$ cat config.mk
export PLATFORM = sky130hd
export DESIGN_NAME = memload
export DESIGN_NICKNAME = d
export VERILOG_FILES = /design/src/rtl/memload_pkg.sv /design/src/rtl/sync_fifo.sv /design/src/rtl/memload.sv
export SDC_FILE = /design/constraint.sdc
export NUM_CORES = 1
export LEC_CHECK = 0
export CAP_MARGIN = 0
export CORE_AREA = 2 2 193 195
export DETAILED_ROUTE_END_ITERATION = 8
export DIE_AREA = 0 0 195 197
export GPL_TIMING_DRIVEN = 0
export MAX_ROUTING_LAYER = met4
export PLACE_DENSITY = 0.44
export RECOVER_POWER = 25
export SLEW_MARGIN = 0
export SYNTH_ARGS = -nofsm -noshare
export SYNTH_HDL_FRONTEND = slang
export SYNTH_SLANG_ARGS = --single-unit
$ cat constraint.sdc
create_clock -name clk -period 4.64 [get_ports clk]
set_input_delay 0.696 -clock clk [delete_from_list [all_inputs] [get_ports clk]]
set_output_delay 0.696 -clock clk [all_outputs]
set_load 0.01 [all_outputs]
$ cat src/rtl/memload_pkg.sv
// AHB-lite encodings and helpers shared by the memload block.
package memload_pkg;

   typedef enum logic [1:0] {
      HTRANS_IDLE   = 2'b00,
      HTRANS_BUSY   = 2'b01,
      HTRANS_NONSEQ = 2'b10,
      HTRANS_SEQ    = 2'b11
   } htrans_t;

   typedef enum logic [2:0] {
      HSIZE_BYTE  = 3'd0,
      HSIZE_HALF  = 3'd1,
      HSIZE_WORD  = 3'd2,
      HSIZE_DWORD = 3'd3
   } hsize_t;

   localparam logic [2:0] HBURST_SINGLE = 3'd0;
   localparam logic [3:0] HPROT_NONE    = 4'd0;

   function automatic hsize_t hsize_of(input int w_data);
      return hsize_t'($clog2(w_data / 8));
   endfunction

endpackage

$ cat src/rtl/sync_fifo.sv
// Generic synchronous FIFO with the head word visible on rd_dat; zero read latency.
// wr_rdy drops when full (writes then ignored); a push and a pop may share one cycle.
module sync_fifo #(
   parameter int DEPTH = 4,
   parameter int WIDTH = 32
) (
   input  logic             clk,
   input  logic             rst_n,
   input  logic             wr_vld,
   input  logic [WIDTH-1:0] wr_dat,
   output logic             wr_rdy,
   output logic             rd_vld,
   output logic [WIDTH-1:0] rd_dat,
   input  logic             rd_rdy
);
   localparam int AW = $clog2(DEPTH);

   logic [WIDTH-1:0] mem [DEPTH];
   logic [AW-1:0]    wr_ptr;
   logic [AW-1:0]    rd_ptr;
   logic [AW:0]      count;
   logic             push;
   logic             pop;

   function automatic logic [AW-1:0] ptr_inc(input logic [AW-1:0] p);
      return (p == AW'(DEPTH - 1)) ? '0 : p + 1'b1;
   endfunction

   assign wr_rdy = (count != (AW + 1)'(DEPTH));
   assign rd_vld = (count != '0);
   assign rd_dat = mem[rd_ptr];
   assign push   = wr_vld && wr_rdy;
   assign pop    = rd_rdy && rd_vld;

   always_ff @(posedge clk) begin
      if (push) mem[wr_ptr] <= wr_dat;
   end

   always_ff @(posedge clk or negedge rst_n) begin
      if (!rst_n) begin
         wr_ptr <= '0;
         rd_ptr <= '0;
         count  <= '0;
      end else begin
         if (push) wr_ptr <= ptr_inc(wr_ptr);
         if (pop)  rd_ptr <= ptr_inc(rd_ptr);
         if (push && !pop)      count <= count + 1'b1;
         else if (pop && !push) count <= count - 1'b1;
      end
   end

endmodule

$ cat src/rtl/memload.sv
// Decodes a biphase-mark MSB-first word stream and writes each word to memory over AHB-lite; decode latency 1 clk (3 with MEMLOAD_INPUT_SYNC_EN).
// Words queue in a 4-deep FIFO while hready is low; a word completing into a full FIFO is dropped and flags overflow.
module memload
   import memload_pkg::*;
#(
   parameter int unsigned       W_ADDR     = 32,
   parameter int unsigned       W_DATA     = 32,
   parameter logic [W_ADDR-1:0] ADDR_START = 'h2008_0000,
   parameter logic [W_ADDR-1:0] ADDR_STOP  = ADDR_START + (W_ADDR'(1) << 13),
   parameter int unsigned       SHORT_MAX  = 1,
   parameter int unsigned       LONG_MAX   = 2
) (
   input  logic              clk,
   input  logic              rst_n,
   input  logic              serial_in,
   output logic [W_ADDR-1:0] ahblm_haddr,
   output logic              ahblm_hwrite,
   output logic [1:0]        ahblm_htrans,
   output logic [2:0]        ahblm_hsize,
   output logic [2:0]        ahblm_hburst,
   output logic [3:0]        ahblm_hprot,
   output logic              ahblm_hmastlock,
   output logic [W_DATA-1:0] ahblm_hwdata,
   input  logic              ahblm_hready,
   input  logic              ahblm_hresp,
   input  logic [W_DATA-1:0] ahblm_hrdata,
   output logic              done,
   output logic              err,
   output logic              overflow
);
   localparam int TW = $clog2(LONG_MAX + 2);
   localparam int CW = $clog2(W_DATA);
   localparam logic [TW-1:0] T_SAT = TW'(LONG_MAX + 1);

   logic              ser, ser_q, ser_edge;
   logic [TW-1:0]     tmr;
   logic              pend;
   logic [CW-1:0]     cnt;
   logic [W_DATA-2:0] shreg;
   logic              bit_vld, bit_val, short_first, dec_err, timeout, word_done;
   logic [W_DATA-1:0] word_dat;
   logic [W_ADDR-1:0] addr_q;
   logic              dphase_q, aphase_go, push, pop;
   logic              fifo_wr_rdy, fifo_rd_vld;
   logic [W_DATA-1:0] fifo_head;
   logic              unused_resp;

`ifdef MEMLOAD_INPUT_SYNC_EN
   logic [1:0] sync_q;
   always_ff @(posedge clk or negedge rst_n) begin
      if (!rst_n) sync_q <= '0;
      else        sync_q <= {sync_q[0], serial_in};
   end
   assign ser = sync_q[1];
`else
   assign ser = serial_in;
`endif

   always_ff @(posedge clk or negedge rst_n) begin
      if (!rst_n) ser_q <= 1'b0;
      else        ser_q <= ser;
   end
   assign ser_edge = ser ^ ser_q;

   // A saturated timer means idle: the next edge only starts the timer.
   always_comb begin
      bit_vld     = 1'b0;
      bit_val     = 1'b0;
      short_first = 1'b0;
      dec_err     = 1'b0;
      timeout     = !ser_edge && (tmr == TW'(LONG_MAX));
      if (ser_edge && (tmr != T_SAT)) begin
         if (tmr <= TW'(SHORT_MAX)) begin
            if (pend) begin
               bit_vld = 1'b1;
               bit_val = 1'b1;
            end else begin
               short_first = 1'b1;
            end
         end else if (pend) begin
            dec_err = 1'b1;
         end else begin
            bit_vld = 1'b1;
         end
      end else if (timeout) begin
         // The last bit has no closing edge; it is settled by the timeout.
         if (cnt == CW'(W_DATA - 1)) begin
            bit_vld = 1'b1;
            bit_val = pend;
         end else if (cnt != '0) begin
            dec_err = 1'b1;
         end
      end
   end

   assign word_done = bit_vld && (cnt == CW'(W_DATA - 1));
   assign word_dat  = {shreg, bit_val};

   always_ff @(posedge clk or negedge rst_n) begin
      if (!rst_n) begin
         tmr   <= T_SAT;
         pend  <= 1'b0;
         cnt   <= '0;
         shreg <= '0;
         err   <= 1'b0;
      end else begin
         if (ser_edge)           tmr <= TW'(1);
         else if (tmr != T_SAT)  tmr <= tmr + 1'b1;
         if (dec_err || timeout) begin
            pend <= 1'b0;
            cnt  <= '0;
         end else if (bit_vld) begin
            pend  <= 1'b0;
            cnt   <= word_done ? '0 : cnt + 1'b1;
            shreg <= word_dat[W_DATA-2:0];
         end else if (short_first) begin
            pend <= 1'b1;
         end
         if (dec_err) err <= 1'b1;
      end
   end

   assign push = word_done && !done;
   assign pop  = dphase_q && ahblm_hready;

   sync_fifo #(.DEPTH(4), .WIDTH(W_DATA)) u_fifo (
      .clk    (clk),
      .rst_n  (rst_n),
      .wr_vld (push),
      .wr_dat (word_dat),
      .wr_rdy (fifo_wr_rdy),
      .rd_vld (fifo_rd_vld),
      .rd_dat (fifo_head),
      .rd_rdy (pop)
   );

   // Single outstanding transfer: no new address phase while a data phase is open.
   assign done      = (addr_q == ADDR_STOP);
   assign aphase_go = fifo_rd_vld && !done && !dphase_q;

   always_ff @(posedge clk or negedge rst_n) begin
      if (!rst_n) begin
         addr_q   <= ADDR_START;
         dphase_q <= 1'b0;
         overflow <= 1'b0;
      end else begin
         if (aphase_go && ahblm_hready) begin
            addr_q   <= addr_q + W_ADDR'(W_DATA / 8);
            dphase_q <= 1'b1;
         end else if (pop) begin
            dphase_q <= 1'b0;
         end
         if (word_done && !fifo_wr_rdy) overflow <= 1'b1;
      end
   end

   assign ahblm_haddr     = addr_q;
   assign ahblm_hwrite    = 1'b1;
   assign ahblm_htrans    = aphase_go ? HTRANS_NONSEQ : HTRANS_IDLE;
   assign ahblm_hsize     = hsize_of(W_DATA);
   assign ahblm_hburst    = HBURST_SINGLE;
   assign ahblm_hprot     = HPROT_NONE;
   assign ahblm_hmastlock = 1'b0;
   assign ahblm_hwdata    = dphase_q ? fifo_head : '0;
   assign unused_resp     = ahblm_hresp ^ (^ahblm_hrdata);

endmodule
==> impl_metrics.csv, run 1 <==
group,metric,value,unit
drt,drtAntennaViolNets,0,
synth,ys.flop_type,"sky130_fd_sc_hd__edfxtp_1",
synth,synthTopCellsByArea,"sky130_fd_sc_hd__edfxtp_1 (43%), sky130_fd_sc_hd__dfrtp_1 (21%), sky130_fd_sc_hd__mux4_2 (8.0%)",
synth,netlist_top_cells_count,"sky130_fd_sc_hd__edfxtp_1 (128), sky130_fd_sc_hd__dfrtp_1 (76), sky130_fd_sc_hd__and2_1 (35), sky130_fd_sc_hd__mux2_2 (33), sky130_fd_sc_hd__mux4_2 (32)",
global_route,grt_overflow_total,0,
global_route,first_global_vias,5344,
synth,synth_mux_area_share,12.8,%
outcome,status,"complete, no violations",
final_layout,multiInputGateArea,2860,um2
worst_setup_path,timing.critical_path.buf_inv,2,
placed_design,buffer_ports.inserted,69,
sta,final.setup.tns,0,ns
synth,number_of_flops_mapped_to_enable_cells_by_yosys,128,
power,power.ir.vdd_worst,325,uV
worst_setup_path,critical_path.reg2reg.endpoint,"u_fifo.count[2]$_DFFE_PN0P_",
placed_design,dpl.hpwl,12000,um
clock_tree,clock_insertion_delay_worst_skew,0.52,ns
worst_setup_path,critPathKind,"flip-flop to output pin",
hold_path,worst_hold_path_type,"flip-flop to flip-flop",
floorplan,core_area,36300,um2
synth,synthesis.instances,550,
clock_tree,cts-buffers-inserted,24,
clock_tree,cts.sinks,208,
worst_setup_path,slowest_cell_on_the_critical_path,"sky130_fd_sc_hd__clkdlybuf4s50_1",
final_layout,final_layout_size_suffix_gt1_share,25.4,%
sta,max_freq,0.279,GHz
worst_setup_path,start_kind,"flip-flop",
final_layout,register_area,5850,um2
synth,async_flop_share,38.5,%
synth,synth_seq_area_share,65.3,%
worst_setup_path,cpLargestDelayFamily,"simple AND/OR/NAND/NOR gates",
floorplan,io_pins,118,
clock_tree,clock-root-buffer,"sky130_fd_sc_hd__clkbuf_16",
sta,timing_hold_violations_final,0,
worst_setup_path,reg2reg_from,"tmr[1]$_DFFE_PN1P_",
drt,route.detailed.vias_per_inst,4.23,
worst_setup_path,critical-path-max-stage-delay,0.48,ns
job,max-cap-violations,0,
placed_design,gp_congestion,0.775,
synth,synth_seq_cells,208,
final_layout,fin_cells,1150,
power,leakage,4.13,nW
worst_setup_path,highest_net_fanout_along_the_worst_path,7,
drt,mean_routed_wirelength_per_cell,16.3,um
global_route,grt_usage,10.3,%
sta,slew_headroom,1.55,%
sta,rsz0062_at_grt,"no",
final_layout,num-nets-final,718,
sta,final-setup-viol-count,0,
floorplan,chipHeight,197,um
power,design_power_total,4.52,mW
synth,post_synth_simple_gate_area,10.5,%
clock_tree,resized_gates_after_cts,0,
clock_tree,max-clock-path-buffers,3,
worst_setup_path,crit_required,3.94,ns
clock_tree,cts_htree_levels,1,
floorplan,effective_utilization_at_floorplan,24.7,%
placed_design,numPlacedInstances,1105,
global_route,initial_antenna_violation_count,1,
worst_setup_path,critical_path_endpoint_category,"output pin",
synth,post-synth-top-count-cell,"sky130_fd_sc_hd__edfxtp_1",
sta,timing_max_transition_violations_final,0,
floorplan,die-width,195,um
worst_setup_path,data_arrival_time_of_the_critical_path,2.88,ns
synth,synth_xor_area_share,3.42,%
synth,syn-cell-area,8970,um2
clock_tree,postCtsSetupBuffers,0,
drt,wirelength,18700,um
drt,dr.pass1.iters,4,
worst_setup_path,rr_worst_depth,14,
synth,count_of_cell_types_in_the_netlist,55,
hold_path,startpoint_of_the_most_critical_hold_path,"overflow$_DFFE_PN0P_",
sta,period_minus_slack,3.58,ns
synth,synth_warnings,0,
synth,synth_fa_ha_area_share,2.60,%
final_layout,area_overhead_vs_synth,25.6,%
drt,detailroute.via_count,4866,
synth,synth_top_family_by_area,"multiplexers",
sta,finalClockSkew,0.0178,ns
final_layout,final_layout_fill_cell_count,3554,
synth,netlist.top_cell.by_area,"sky130_fd_sc_hd__edfxtp_1",
floorplan,row_cnt,70,
global_route,grt_start_max_net_pins,59,
sta,worstMarginPinSlew,1.48,ns
synth,area_fraction_in_compound_gates_after_synthesis,1.70,%
power,cellPowerDensity,402,nW/um2
global_route,grt_first_pass_wirelength,30100,um
clock_tree,cts.clk_slew.worst_paths,0.05,ns
hold_path,min_path_cells,1,
floorplan,design.die.area,38400,um2
worst_setup_path,worst-r2r-setup-slack,1.40,ns
clock_tree,tritoncts_clock_tree,"built",
hold_path,worst_min_delay_path_endpoint,"overflow$_DFFE_PN0P_",
drt,detail_route.iter0.violations,175,
synth,yosys.area.top_type_share,42.9,%
sta,fin_crit_sh,77.1,%
drt,drc,0,
sta,finalHoldWorstSlack,0.478,ns
clock_tree,holdBufCountCts,0,
synth,postSynthAreaPerCell,16.3,um2
worst_setup_path,timing.critical_path.cells,"nor4_1 > nand4_1 > nor2_1 > nor3_1 > buf_4 > clkdlybuf4s50_1",
-- state kept, by name (all words and copies together) (netlist names) --
name,flops
shreg,31
ser_q,1
dphase_q,1
u_fifo.rd_ptr,2
err,1
tmr,2
overflow,1
ahblm_haddr,30
u_fifo.wr_ptr,2
u_fifo.mem,128
cnt,5
pend,1
u_fifo.count,3
-- logic make-up (layout without fill, tap and decap cells) --
| family | Yosys count | count (layout) |
|---|---|---|
| AO/OA/AOI/OAI | 20 | 20 |
| XOR/XNOR | 35 | 35 |
| adder cells (fa/ha/maj) | 18 | 18 |
| buffers and inverters | 61 | 179 |
| flip-flops | 208 | 208 |
| multiplexers | 69 | 69 |
| other | 2 | 16 |
| AND/OR/NAND/NOR | 137 | 137 |
-- cells in the final DEF, fill, tap and decap left out, drive strengths merged, types with 2 or more instances in the layout --
| master | netlist | routed |
|---|---|---|
| edfxtp | 128 | 128 |
| clkinv | 0 | 6 |
| nor3 | 9 | 9 |
| and2 | 35 | 35 |
| dfstp | 4 | 4 |
| conb | 2 | 15 |
| inv | 20 | 20 |
| clkdlybuf4s50 | 0 | 68 |
| bufinv | 0 | 4 |
| o21ai | 6 | 6 |
| buf | 32 | 37 |
| nand2b | 5 | 5 |
| and3 | 4 | 4 |
| xnor2 | 10 | 10 |
| nand4 | 11 | 11 |
| nand3 | 12 | 12 |
| a21oi | 2 | 2 |
| xor2 | 25 | 25 |
| o31ai | 2 | 2 |
| o211ai | 2 | 2 |
| clkbuf | 9 | 42 |
| nor4 | 22 | 22 |
| clkinvlp | 0 | 2 |
| nor2 | 13 | 13 |
| ha | 17 | 17 |
| mux2 | 36 | 36 |
| dfrtp | 76 | 76 |
| mux4 | 32 | 32 |
| nand2 | 15 | 15 |
| and4 | 4 | 4 |
| nor4b | 4 | 4 |
| a22o | 2 | 2 |
-- where the power goes --
group	total, mW	internal (mW)	switching (mW)
logic	0.396	0.186	0.210
registers	2.22	2.11	0.105
clock network	1.91	1.18	0.730
total	4.52	3.48	1.05
-- stage by stage --
stage,setup slack [ns],area [um2],utilization (%)
after floorplan,1.14,9010,-
after global placement,-1.01,10300,28.4
after detailed placement,0.973,10500,28.8
after CTS,1.06,11300,31.1
after global routing,0.882,11300,31.0
final,1.06,11300,31.0
-- how the worst max path moves through the flow --
| stage | startpoint | endpoint | slack, ns | depth (start not counted) |
|---|---|---|---|---|
| global route | ahblm_haddr[29]$_DFFE_PN1P_ | ahblm_htrans[1] | 0.88 | 6 |
| finish | ahblm_haddr[26]$_DFFE_PN0P_ | ahblm_htrans[1] | 1.06 | 6 |
| floorplan | tmr[1]$_DFFE_PN1P_ | u_fifo.mem[0][0]$_DFFE_PP_ | 1.14 | 8 |
| detailed placement | serial_in | u_fifo.count[2]$_DFFE_PN0P_ | 0.97 | 12 |
| CTS | ahblm_haddr[29]$_DFFE_PN1P_ | ahblm_htrans[1] | 1.06 | 6 |
| global placement | serial_in | u_fifo.mem[0][15]$_DFFE_PP_ | -1.01 | 6 |
-- routing by layer --
metal | vias to the layer above | track usage [%] | routed length, um
met3 | 29 | 2.04 | 784
met1 | 2471 | 12.9 | 8520
met2 | 104 | 17.3 | 9120
met5 | - | - | 0
met4 | 0 | 1.98 | 319
li1 | 2262 | - | -
-- final cells by class --
cell class | instances | share of cell area (%)
Inverter | 20 | 0.667
Multi-Input combinational cell | 294 | 25.4
Tap cell | 468 | 5.20
Clock inverter | 12 | 1.53
Clock buffer | 32 | 5.60
Antenna cell | 1 | 0.0222
Buffer | 41 | 2.28
Timing Repair Buffer | 74 | 7.30
Sequential cell | 208 | 52.0
No activity file was read; power rests on OpenSTA's default activity.
==> inputs of run 2 (changes only) <==
--- a/config.mk
+++ b/config.mk
@@ -11,7 +11,7 @@
 export DIE_AREA = 0 0 195 197
 export GPL_TIMING_DRIVEN = 0
 export MAX_ROUTING_LAYER = met4
-export PLACE_DENSITY = 0.44
+export PLACE_DENSITY = 0.46
 export RECOVER_POWER = 25
 export SLEW_MARGIN = 0
 export SYNTH_ARGS = -nofsm -noshare
==> constraint.sdc (replaced) <==
create_clock -name clk -period 3.1 [get_ports clk]
set_input_delay 0.465 -clock clk [delete_from_list [all_inputs] [get_ports clk]]
set_output_delay 0.465 -clock clk [all_outputs]
set_load 0.01 [all_outputs]
==> run 2 against run 1 <==
First-iteration DRC count decreased by 3.4%. Core utilization about the same. Design area about the same. Critical path depth unchanged. Largest cell class unchanged.
==> impl_metrics.csv, run 2 (same netlist as run 1, synthesis figures left out) <==
group,metric,value,unit
outcome,status,"complete, no violations",
clock_tree,tritoncts_clock_tree,"built",
final_layout,largest_register,"u_fifo.mem",
worst_setup_path,critical_path_endpoint_category,"output pin",
sta,period_minus_slack,2.96,ns
placed_design,dpl.hpwl,11700,um
worst_setup_path,slowest_cell_on_the_critical_path,"sky130_fd_sc_hd__dfrtp_1",
global_route,first_global_vias,5202,
final_layout,antenna_cells,0,
clock_tree,cts-buffers-inserted,23,
worst_setup_path,start_kind,"flip-flop",
final_layout,layout.core_utilization,31.0,%
sta,slew_headroom,63.1,%
power,power.ir.vdd_worst,368,uV
worst_setup_path,cpLargestDelayFamily,"simple AND/OR/NAND/NOR gates",
sta,timing_hold_violations_final,0,
sta,final-setup-viol-count,0,
floorplan,core_area,36300,um2
drt,mean_routed_wirelength_per_cell,16.1,um
clock_tree,clock_insertion_delay_worst_skew,0.52,ns
sta,timing_max_transition_violations_final,0,
drt,detail_route.iter0.violations,169,
sta,rsz0062_at_grt,"no",
final_layout,final_layout_fill_cell_count,3676,
drt,drc,0,
placed_design,gp_congestion,0.726,
global_route,grt_start_max_net_pins,55,
worst_setup_path,crit_required,2.63,ns
final_layout,final_layout_size_suffix_gt1_share,27.4,%
worst_setup_path,data_arrival_time_of_the_critical_path,2.49,ns
drt,detailroute.via_count,4797,
final_layout,num-nets-final,721,
final_layout,layout_common_cells,"sky130_fd_sc_hd__edfxtp_1 (128), sky130_fd_sc_hd__dfrtp_1 (74), sky130_fd_sc_hd__clkdlybuf4s50_1 (66)",
global_route,initial_antenna_violation_count,0,
worst_setup_path,critPathKind,"flip-flop to output pin",
drt,dr.pass1.iters,4,
placed_design,buffer_ports.inserted,69,
power,leakage,4.19,nW
placed_design,dp_worst_slack,-0.193,ns
sta,fin_crit_sh,95.3,%
clock_tree,max-clock-path-buffers,3,
worst_setup_path,timing.critical_path.cells,"nor4_1 > nand4_2 > nor2_4 > nor3_1 > buf_4 > clkdlybuf4s50_1",
drt,wirelength,18500,um
global_route,grt_first_pass_wirelength,29800,um
floorplan,die-width,195,um
worst_setup_path,highest_net_fanout_along_the_worst_path,6,
floorplan,chipHeight,197,um
job,max-cap-violations,0,
worst_setup_path,timing.critical_path.buf_inv,2,
clock_tree,clock-root-buffer,"sky130_fd_sc_hd__clkbuf_16",
floorplan,row_cnt,70,
global_route,grt_usage,10.1,%
worst_setup_path,critical-path-max-stage-delay,0.47,ns
drt,drtAntennaViolNets,0,
sta,postLayoutSetupSlackWorst,0.145,ns
final_layout,max_ffs_per_register,128,
sta,max_freq,0.338,GHz
clock_tree,cts_htree_levels,1,
power,cellPowerDensity,577,nW/um2
clock_tree,cts.clk_slew.worst_paths,0.06,ns
sta,finalHoldWorstSlack,0.414,ns
global_route,grt_overflow_total,0,
floorplan,io_pins,118,
sta,finalClockSkew,0.0136,ns
clock_tree,cts.sinks,208,
hold_path,worst_hold_path_type,"input port to async pin",
floorplan,effective_utilization_at_floorplan,24.7,%
drt,route.detailed.vias_per_inst,4.17,
final_layout,area_overhead_vs_synth,25.5,%
floorplan,design.die.area,38400,um2
final_layout,most_common_cell_after_layout_fill_and_taps_aside,"sky130_fd_sc_hd__edfxtp_1",
sta,worstMarginPinSlew,0.549,ns
-- run 2: final cells by class --
cell class / instances / area, um2 / share of cell area, %
sequential: 208 / 5850 / 52.0
clock buffer: 29 / 608 / 5.40
tap: 468 / 586 / 5.20
timing repair buffer: 79 / 838 / 7.45
multi-input combinational: 294 / 2900 / 25.8
inverter: 20 / 75.1 / 0.667
buffer: 40 / 289 / 2.57
clock inverter: 13 / 105 / 0.934
-- run 2: repair_timing --
item,in CTS,in global routing
gates resized for setup,15,8
hold buffers,1,0
pin swaps,3,1
setup buffers,3,1
gates cloned,0,0
hold endpoints to repair,23,0
endpoints found under the setup margin,33,18
-- run 2: per-stage QoR --
stage	setup TNS, ns	power [mW]	cells	area (um2)
6_report	0	6.49	1151	11300
5_1_grt	0	6.80	1151	11300
4_1_cts	0	6.60	1151	11200
3_5_place_dp	-0.327	3.97	1105	10400
3_3_place_gp	-421.06	3.96	1100	10300
2_1_floorplan	-50.72	3.77	563	9010
-- run 2: power breakdown --
| part | switching (mW) | internal, mW |
|---|---|---|
| Combinational | 0.301 | 0.277 |
| Sequential | 0.163 | 3.16 |
| Clock | 1.11 | 1.49 |
| Total | 1.57 | 4.92 |
-- run 2: metal layers --
| metal | up-vias | global-route usage [%] | wire, um |
|---|---|---|---|
| li1 | 2259 | - | - |
| met1 | 2398 | 13.2 | 8670 |
| met2 | 113 | 16.2 | 8610 |
| met3 | 27 | 2.00 | 883 |
| met4 | 0 | 2.35 | 343 |
| met5 | - | - | 0 |
-- run 2: worst paths after layout --
check,endpoint,slack [ns],cells past startpoint,from
worst min-delay path,ahblm_haddr[31]$_DFFE_PN0P_,0.41,2,rst_n
worst max register to register,u_fifo.count[2]$_DFFE_PN0P_,0.19,14,tmr[1]$_DFFE_PN1P_
worst min register to register,overflow$_DFFE_PN0P_,0.47,1,overflow$_DFFE_PN0P_
max in group asynchronous,ahblm_haddr[19]$_DFFE_PN1P_,2.00,3,rst_n
min in group clk,overflow$_DFFE_PN0P_,0.47,1,overflow$_DFFE_PN0P_
worst max-delay path,ahblm_htrans[1],0.14,6,ahblm_haddr[8]$_DFFE_PN0P_
==> edit, RTL diff (config.mk and constraints of run 1) <==
Add a define of `MEMLOAD_INPUT_SYNC_EN`.
--- a/src/rtl/memload.sv
+++ b/src/rtl/memload.sv
@@ -1,5 +1,7 @@
 // Decodes a biphase-mark MSB-first word stream and writes each word to memory over AHB-lite; decode latency 1 clk (3 with MEMLOAD_INPUT_SYNC_EN).
 // Words queue in a 4-deep FIFO while hready is low; a word completing into a full FIFO is dropped and flags overflow.
+`define MEMLOAD_INPUT_SYNC_EN
+
 module memload
    import memload_pkg::*;
 #(
Check against the original RTL: not equivalent (Yosys sat finds a counterexample within 10 cycles, from zero or initial values and one cycle with rst_n low).
==> edit against run 1 <==
  * The flow now finishes with violations (capacitance limit, slew limit)
  * Clock skew is 8.9 ps lower
  * Register-to-register slack improved by 260 ps
  * Routed wire length down 2.5%
  * First-iteration DRC count rose by 45%
  * Sequential cell count grew 2
  * Setup slack improved by 47 ps
  * Area after synthesis fell by 1.4%
  * Highest routed layer unchanged
  * Power fell by 1.8%
  * Non-clock buffer count down 11
  * Cell area down 2.5%
==> edit: results (changes against run 1) <==
[metrics] Mean Syn Cell Area: 16.65 µm² (was 16.30 µm²)
[metrics] Max-slew headroom: -74.50% (was 1.554%)
[metrics] end of the worst register-to-register path: u_fifo.mem[2][7] (was u_fifo.count[2])
[metrics] PnR worst setup slack: 1108 ps (was 1061 ps)
[metrics] weighted congestion reported at the end of routability-driven placement: 0.7610 (was 0.7751)
[metrics] ant diodes: 0 (was 1)
[metrics] Maximum Capacitance Violations: 1 (was 0)
[metrics] end point of the worst hold path: sync_q[1] (was overflow)
[metrics] power attributed to combinational cells: 0.000378 W (was 0.000396 W)
[metrics] Max Slew Vio Count: 45 (was 0)
[metrics] CTS Buf Count: 25 (was 24)
[metrics] ratio of cells with drive above 1 in the final layout: 23.48% (was 25.40%)
[metrics] CP Max Fanout: 10 (was 7)
[metrics] portion of netlist area occupied by mux cells: 12.95% (was 12.75%)
[metrics] WHS: 357.6 ps (was 478.1 ps)
[metrics] Routed WL per cell: 16.19 µm (was 16.29 µm)
[metrics] unique cell type count in the Yosys netlist: 53 (was 55)
[metrics] instance count after placement with tap cells included: 1082 (was 1105)
[metrics] post-placement setup slack: 1549 ps (was 973.4 ps)
[metrics] most area-consuming cells after synthesis: sky130_fd_sc_hd__edfxtp_1 43%, sky130_fd_sc_hd__dfrtp_1 22%, sky130_fd_sc_hd__mux4_2 8.1%, sky130_fd_sc_hd__mux2_2 4.3%, sky130_fd_sc_hd__and2_1 2.4% (was sky130_fd_sc_hd__edfxtp_1 43%, sky130_fd_sc_hd__dfrtp_1 21%, sky130_fd_sc_hd__mux4_2 8.0%, sky130_fd_sc_hd__mux2_2 4.1%, sky130_fd_sc_hd__nor4_2 2.5%)
[metrics] outcome: finished with violations (was finished clean)
[metrics] met2 wire length: 9.127 mm (was 9.115 mm)
[metrics] xor and xnor fraction of the mapped netlist area: 3.650% (was 3.419%)
[metrics] global-route usage over all layers: 9.949% (was 10.28%)
[metrics] via count of the first global-routing pass: 5095 (was 5344)
[metrics] data arrival time at the worst-slack endpoint: 2840 ps (was 2880 ps)
[metrics] Worst Reg2Reg Path Length in Cells: 8 (was 14)
[metrics] part of the total power dissipated in sequential elements: 49.5% (was 49.0%)
[metrics] capture point of the critical path: ahblm_hwdata[23] (was ahblm_htrans[1])
[metrics] Worst Hold Launch: sync_q[0] (was overflow)
[metrics] cell with the biggest individual delay on the critical path: sky130_fd_sc_hd__clkbuf_1 (was sky130_fd_sc_hd__clkdlybuf4s50_1)
[metrics] detailed-route wire length on metal 1: 7.854 mm (was 8.518 mm)
[metrics] met2 demand-to-capacity share in global routing: 16.81% (was 17.34%)
[metrics] failing checks: capacitance limit, slew limit
[metrics] wire length on met3: 916 µm (was 784 µm)
[metrics] vias per cell: 4.148 (was 4.231)
[metrics] maximum ir drop on the vdd rail: 0.0002163 V (was 0.0003246 V)
[edit: cell types whose count changed in the layout (fill, tap and decap cells not counted), sizes merged, moves of 3 or more]
| cell | run 1 | this run |
|---|---|---|
| and2 | 35 | 39 |
| nand4 | 11 | 8 |
| buf | 37 | 26 |
| xor2 | 25 | 21 |
| a22o | 2 | 5 |
| xnor2 | 10 | 15 |
| nor3 | 9 | 15 |
| nand2 | 15 | 12 |
| nand2b | 5 | 2 |
| nor4 | 22 | 5 |
[edit: area by class of cell]
class | count | area [µm²] | share of cell area (%)
buffer | 34 | 207.7 | 1.892
clock buffer | 34 | 679.4 | 6.187
clock inverter | 12 | 111.4 | 1.014
inverter | 18 | 67.56 | 0.6153
multi-input combinational | 282 | 2716 | 24.74
sequential | 210 | 5901 | 53.74
tap | 468 | 585.6 | 5.333
timing repair buffer | 70 | 711.9 | 6.484
